## config.mk

```make
export PLATFORM = sky130hd
export DESIGN_NAME = data_mem_port_arbiter
export DESIGN_NICKNAME = d
export VERILOG_FILES = /design/src/rtl/data_mem_port_arbiter.sv
export SDC_FILE = /design/constraint.sdc
export NUM_CORES = 1
export LEC_CHECK = 0
export ABC_AREA = 1
export ABC_CLOCK_PERIOD_IN_PS = 1540
export CAP_MARGIN = 25
export CORE_MARGIN = 8
export CORE_UTILIZATION = 41
export CTS_CLUSTER_DIAMETER = 30
export DETAILED_ROUTE_END_ITERATION = 16
export GPL_TIMING_DRIVEN = 0
export PLACE_DENSITY = 0.82
export SLEW_MARGIN = 20
export SYNTH_ARGS = -nofsm -noshare
export SYNTH_HDL_FRONTEND = slang
export SYNTH_SLANG_ARGS = --single-unit
export TNS_END_PERCENT = 50
```

## constraint.sdc

```tcl
create_clock -name clk -period 1.54 [get_ports clk]
set_input_delay 0.308 -clock clk [delete_from_list [all_inputs] [get_ports clk]]
set_output_delay 0.308 -clock clk [all_outputs]
set_load 0.05 [all_outputs]
```

## src/rtl/data_mem_port_arbiter.sv

```systemverilog
// data_mem_port_arbiter: shares RAM port A between the CPU memory stage and a burst DMA loader
// Ports:
//   clk, reset (async, active-low)
//   cpu_req/cpu_we/cpu_addr/cpu_wdata -> cpu_ack/cpu_rdata/cpu_stall : pipeline memory stage
//   dma_start/dma_we/dma_base/dma_len  -> dma_busy/dma_done          : burst control
//   dma_wvalid/dma_wdata -> dma_wready ; dma_rvalid/dma_rdata         : burst data beats
//   ram_address/ram_data/ram_wren, ram_q                              : RAM port A (1-cycle read latency)
module data_mem_port_arbiter #(
  parameter int ADDR_W    = 16,
  parameter int DATA_W    = 8,
  parameter int BURST_MAX = 16
) (
  input  logic              clk,
  input  logic              reset,
  input  logic              cpu_req,
  input  logic              cpu_we,
  input  logic [ADDR_W-1:0] cpu_addr,
  input  logic [DATA_W-1:0] cpu_wdata,
  output logic              cpu_ack,
  output logic [DATA_W-1:0] cpu_rdata,
  output logic              cpu_stall,
  input  logic              dma_start,
  input  logic              dma_we,
  input  logic [ADDR_W-1:0] dma_base,
  input  logic [4:0]        dma_len,
  input  logic              dma_wvalid,
  input  logic [DATA_W-1:0] dma_wdata,
  output logic              dma_wready,
  output logic              dma_rvalid,
  output logic [DATA_W-1:0] dma_rdata,
  output logic              dma_busy,
  output logic              dma_done,
  output logic [ADDR_W-1:0] ram_address,
  output logic [DATA_W-1:0] ram_data,
  output logic              ram_wren,
  input  logic [DATA_W-1:0] ram_q
);
  typedef enum logic [1:0] {IDLE, CPU_ACC, DMA_XFER, DMA_DRAIN} state_t;
  state_t state, state_nx;
  logic              last_dma;
  logic              dma_pending;
  logic              dma_we_r;
  logic              rvalid_r;
  logic              done_r;
  logic [ADDR_W-1:0] addr;
  logic [4:0]        count;
  logic [4:0]        len_clamped;
  logic              start_ok;
  logic              cpu_gnt;
  logic              dma_gnt;
  logic              beat;
  assign len_clamped = (dma_len > 5'(BURST_MAX)) ? 5'(BURST_MAX) : dma_len;
  assign start_ok    = dma_start & ~dma_busy;
  // Round-robin on a tie: the requester that did not win last time goes first.
  assign cpu_gnt     = reset & (state == IDLE) & cpu_req & (~dma_pending | last_dma);
  assign dma_gnt     = reset & (state == IDLE) & dma_pending & (~cpu_req | ~last_dma);
  // Read bursts issue every cycle; write bursts only when the loader has data.
  assign beat        = (state == DMA_XFER) & (~dma_we_r | dma_wvalid);
  assign cpu_ack     = (state == CPU_ACC);
  assign cpu_rdata   = cpu_ack ? ram_q : '0;
  assign cpu_stall   = cpu_req & ~cpu_ack;
  assign dma_wready  = (state == DMA_XFER) & dma_we_r;
  assign dma_rvalid  = rvalid_r;
  assign dma_rdata   = rvalid_r ? ram_q : '0;
  assign dma_done    = done_r | (state == DMA_DRAIN);
  // The drain cycle carries dma_done, so busy already reads low there.
  assign dma_busy    = dma_pending | (state == DMA_XFER);
  always_ff @(posedge clk or negedge reset)
    if (!reset) state <= IDLE;
    else state <= state_nx;
  always_comb begin
    state_nx    = state;
    ram_address = '0;
    ram_data    = '0;
    ram_wren    = 1'b0;
    case (state)
      IDLE: begin
        state_nx    = cpu_gnt ? CPU_ACC : dma_gnt ? DMA_XFER : IDLE;
        ram_address = cpu_gnt ? cpu_addr : '0;
        ram_data    = cpu_gnt ? cpu_wdata : '0;
        ram_wren    = cpu_gnt & cpu_we;
      end
      CPU_ACC: state_nx = IDLE;
      DMA_XFER: begin
        state_nx    = (beat && count == 5'd1) ? (dma_we_r ? IDLE : DMA_DRAIN) : DMA_XFER;
        ram_address = addr;
        ram_data    = dma_we_r ? dma_wdata : '0;
        ram_wren    = beat & dma_we_r;
      end
      default: state_nx = IDLE;
    endcase
  end
  always_ff @(posedge clk or negedge reset)
    if (!reset) begin
      last_dma    <= 1'b1;
      dma_pending <= 1'b0;
      dma_we_r    <= 1'b0;
      rvalid_r    <= 1'b0;
      done_r      <= 1'b0;
      addr        <= '0;
      count       <= '0;
    end else begin
      done_r   <= (start_ok & (len_clamped == 5'd0)) | (beat & dma_we_r & (count == 5'd1));
      rvalid_r <= beat & ~dma_we_r;
      if (cpu_gnt) last_dma <= 1'b0;
      else if (dma_gnt) last_dma <= 1'b1;
      if (dma_gnt) dma_pending <= 1'b0;
      // Burst parameters are loaded at acceptance; busy blocks reloads until the burst ends.
      if (start_ok && len_clamped != 5'd0) begin
        dma_pending <= 1'b1;
        dma_we_r    <= dma_we;
        addr        <= dma_base;
        count       <= len_clamped;
      end
      if (beat) begin
        addr  <= addr + ADDR_W'(1);
        count <= count - 5'd1;
      end
    end
endmodule

```

==> key figures <==
Route
  – Initial drt markers: 270
  – Vias/cell: 5.319
  – Pre-antenna DRT Iters: 5
  – Vias post-DR: 2984
  – # DRC: 0
  – WL final: 10500 µm
  – Avg WL per Cell: 18.72 µm
  – Antenna-violating nets left: 0

CTS
  – Clock latency at the later pin of the worst-skew pair: 280 ps
  – Clock root buffer: clkbuf_8
  – CTS tree: built
  – Clock slew at reported path FFs: 100 ps
  – Clk buf depth: 2
  – CTS H-tree lvls: 1
  – CTS buffer count: 3
  – Clock sinks: 28

Global route
  – Largest net degree at the start of global routing: 28
  – Met2 usage: 0.4093
  – First-pass GRT wire length: 15850 µm
  – Aggregate global-route resource usage: 0.2329
  – Grt total ovfl: 0
  – Initial antenna violation count: 0
  – Grt met1 use: 0.2760
  – Global route hottest layer: met2
  – Met3 usage: 0.04988
  – Vias in the first global route: 3044

Die
  – FP Rows: 27
  – Starting Density: 0.4193
  – Core footprint: 0.005473 mm²
  – Die Ht: 90.81 µm
  – Boundary pin count: 115
  – Die width: 90.81 µm
  – Die footprint: 0.008246 mm²

Logic synthesis
  – Mapped Cells: 346
  – Synth warnings: 0
  – Most common flop cell mapped by yosys: dfrtp_1
  – Syn Nets: 417
  – Complex-gate fraction of the synthesized area: 0.1658
  – Post-Synthesis Cell Area: 0.002295 mm²
  – Async set-reset flop share out of synthesis: 1.000
  – Mean Syn Cell Area: 6.632 µm²
  – Multiplexer share of the synthesized area: 0
  – Combinational family with the most area after synthesis: simple AND/OR/NAND/NOR gates
  – Synth Area in XOR/XNOR: 0.01145
  – Synth Area in Simple Gates: 0.3664
  – Post-synthesis sequential area ratio: 0.3059
  – Post-synth EDFFs: 0
  – Flops & latches, synth: 28
  – Synth unique cells: 37
  – Adder-cell share of the synthesized area: 0.01636

Status
  – Failing checks: negative setup slack
  – Status: complete, but fails checks

STA
  – RSZ-0062 raised after global routing: true
  – Worst relative slew slack: 0.6576
  – Clock skew: 4.715 ps
  – WHS: 520.8 ps
  – Worst setup margin: -514.1 ps
  – Total negative slack: -15380 ps
  – Post-layout minimum cycle time: 2054 ps
  – Worst Tran Pin Value: 515.6 ps
  – Maximum clock rate: 0.4868 GHz
  – Final hold vios: 0
  – Period utilisation layout: 1.334
  – Final setup fails: 42
  – Final Max Slew Viols: 0

Worst setup path
  – Critical Path End Type: primary output
  – CP arrival: 1750 ps
  – Critical-path maximum fanout: 5
  – Setup CP Type: flip-flop to primary output
  – CP Launch Type: flip-flop
  – Worst EP required: 1230 ps

Pwr
  – PwrDens: 2126 mW/mm²
  – VDD IR max: 1.529 mV
  – P_leak: 2.116 nW

Cells and area
  – Nets: 561
  – Layout area overhead: 88.39%
  – Diodes inserted: 0
  – Share of layout cells above drive strength 1: 0.3313
  – Design area: 0.004323 mm²

Place
  – Pre-CTS WS: -1332 ps
  – Port Buffers: 114
  – GP Congestion: 0.9469
  – Placed Area: 0.003761 mm²
  – Post-DP HPWL: 6860 µm

Run
  – MaxCap Viol Count: 0

Hold path
  – HP Class: flip-flop to flip-flop
[layer usage]
layer / up-vias / routed length, µm
met4: 0 / 225
met2: 160 / 5293
li1: 1382 / -
met1: 1421 / 4108
met5: - / 0
met3: 21 / 873
[final timing paths]
check | start | end | slack (ps) | cells past startpoint
worst min-delay path | addr[15] | addr[15] | 520 | 2
worst max-delay path | last_dma | ram_data[6] | -510 | 8
worst max register to register | last_dma | state[1] | -310 | 11
min in group asynchronous | reset | last_dma | 620 | 2
max in group asynchronous | reset | dma_we_r | 730 | 3
worst min register to register | addr[15] | addr[15] | 520 | 2
[placed cells by master (no fill, tap or decap), drive strengths merged]
master	n
o22ai	1
nand2	106
a22o	8
clkbuf	10
inv	59
buf	75
xnor2	1
o211ai	6
o21bai	2
o31ai	1
clkdlybuf4s50	65
a21oi	3
dlygate4sd2	2
xor2	2
nand4	5
dfstp	1
or2	1
nor2	35
nand3	39
dlygate4sd3	1
nor3	1
ha	3
o21ai	34
dfrtp	27
clkinvlp	1
[kinds of logic after synthesis]
kind of cell,after synthesis
XOR/XNOR,3
flip-flops,28
AND/OR/NAND/NOR,187
AO/OA/AOI/OAI,55
buffers and inverters,70
adder cells (fa/ha/maj),3
[what timing repair did]
action | 4_1_cts | 5_1_grt
hold buffers | 2 | 0
gates resized for setup | 343 | 40
endpoints found under the hold margin | 27 | 0
pin swaps | 6 | 6
cloned | 2 | 0
setup endpoints to repair | 48 | 58
buffers inserted | 17 | 5
[synthesized netlist by cell type, types with 3 or more instances]
master    number  area share
nand2_1      101        0.17
inv_1         55       0.090
nand3_1       37       0.081
nor2_1        33       0.054
o21ai_0       28       0.061
dfrtp_1       27        0.29
a22o_1         8       0.031
o211ai_2       5       0.027
inv_2          4      0.0065
nand4_1        4       0.011
o21ai_2        4       0.015
buf_6          3       0.015
clkbuf_1       3      0.0049
ha_1           3       0.016
[worst max-delay path, stage by stage (launching register included)]
cell and delay (ps):
dfstp_2 560, nand2_2 60, o21ai_2 90, nand2_4 110, inv_8 90, buf_12 110
buf_8 110, a22o_1 170, buf_6 170
[final cells by class]
class / count / area (µm²)
fillers: 343 / 1150
well taps: 72 / 90.09
flip-flops and latches: 28 / 704.4
inverters: 60 / 241.5
repair buffers: 139 / 1444
multi-input cells: 248 / 1662
plain buffers: 10 / 126.4
clock buffers: 4 / 55.05
[report_power, final]
| part | internal [W] | switching, W |
|---|---|---|
| logic | 0.00270 | 0.00454 |
| registers | 0.00110 | 0.000374 |
| clock network | 0.000230 | 0.000253 |
| total | 0.00403 | 0.00516 |
[flip-flops by register name, indices dropped and copies added (netlist names)]
| register | cells |
|---|---|
| state | 2 |
| dma_pending | 1 |
| dma_we_r | 1 |
| addr | 16 |
| count | 5 |
| done_r | 1 |
| dma_rvalid | 1 |
| last_dma | 1 |
[metrics by stage]
step | total power (W) | std cells | util
3_5_place_dp | 0.007545 | 532 | 0.6872
2_1_floorplan | 0.005769 | 346 | -
4_1_cts | 0.008742 | 557 | 0.7689
6_report | 0.009193 | 561 | 0.7899
3_3_place_gp | 0.007418 | 532 | 0.6882
5_1_grt | 0.009639 | 561 | 0.7899
Note: power is estimated with default switching activity, not from simulation.
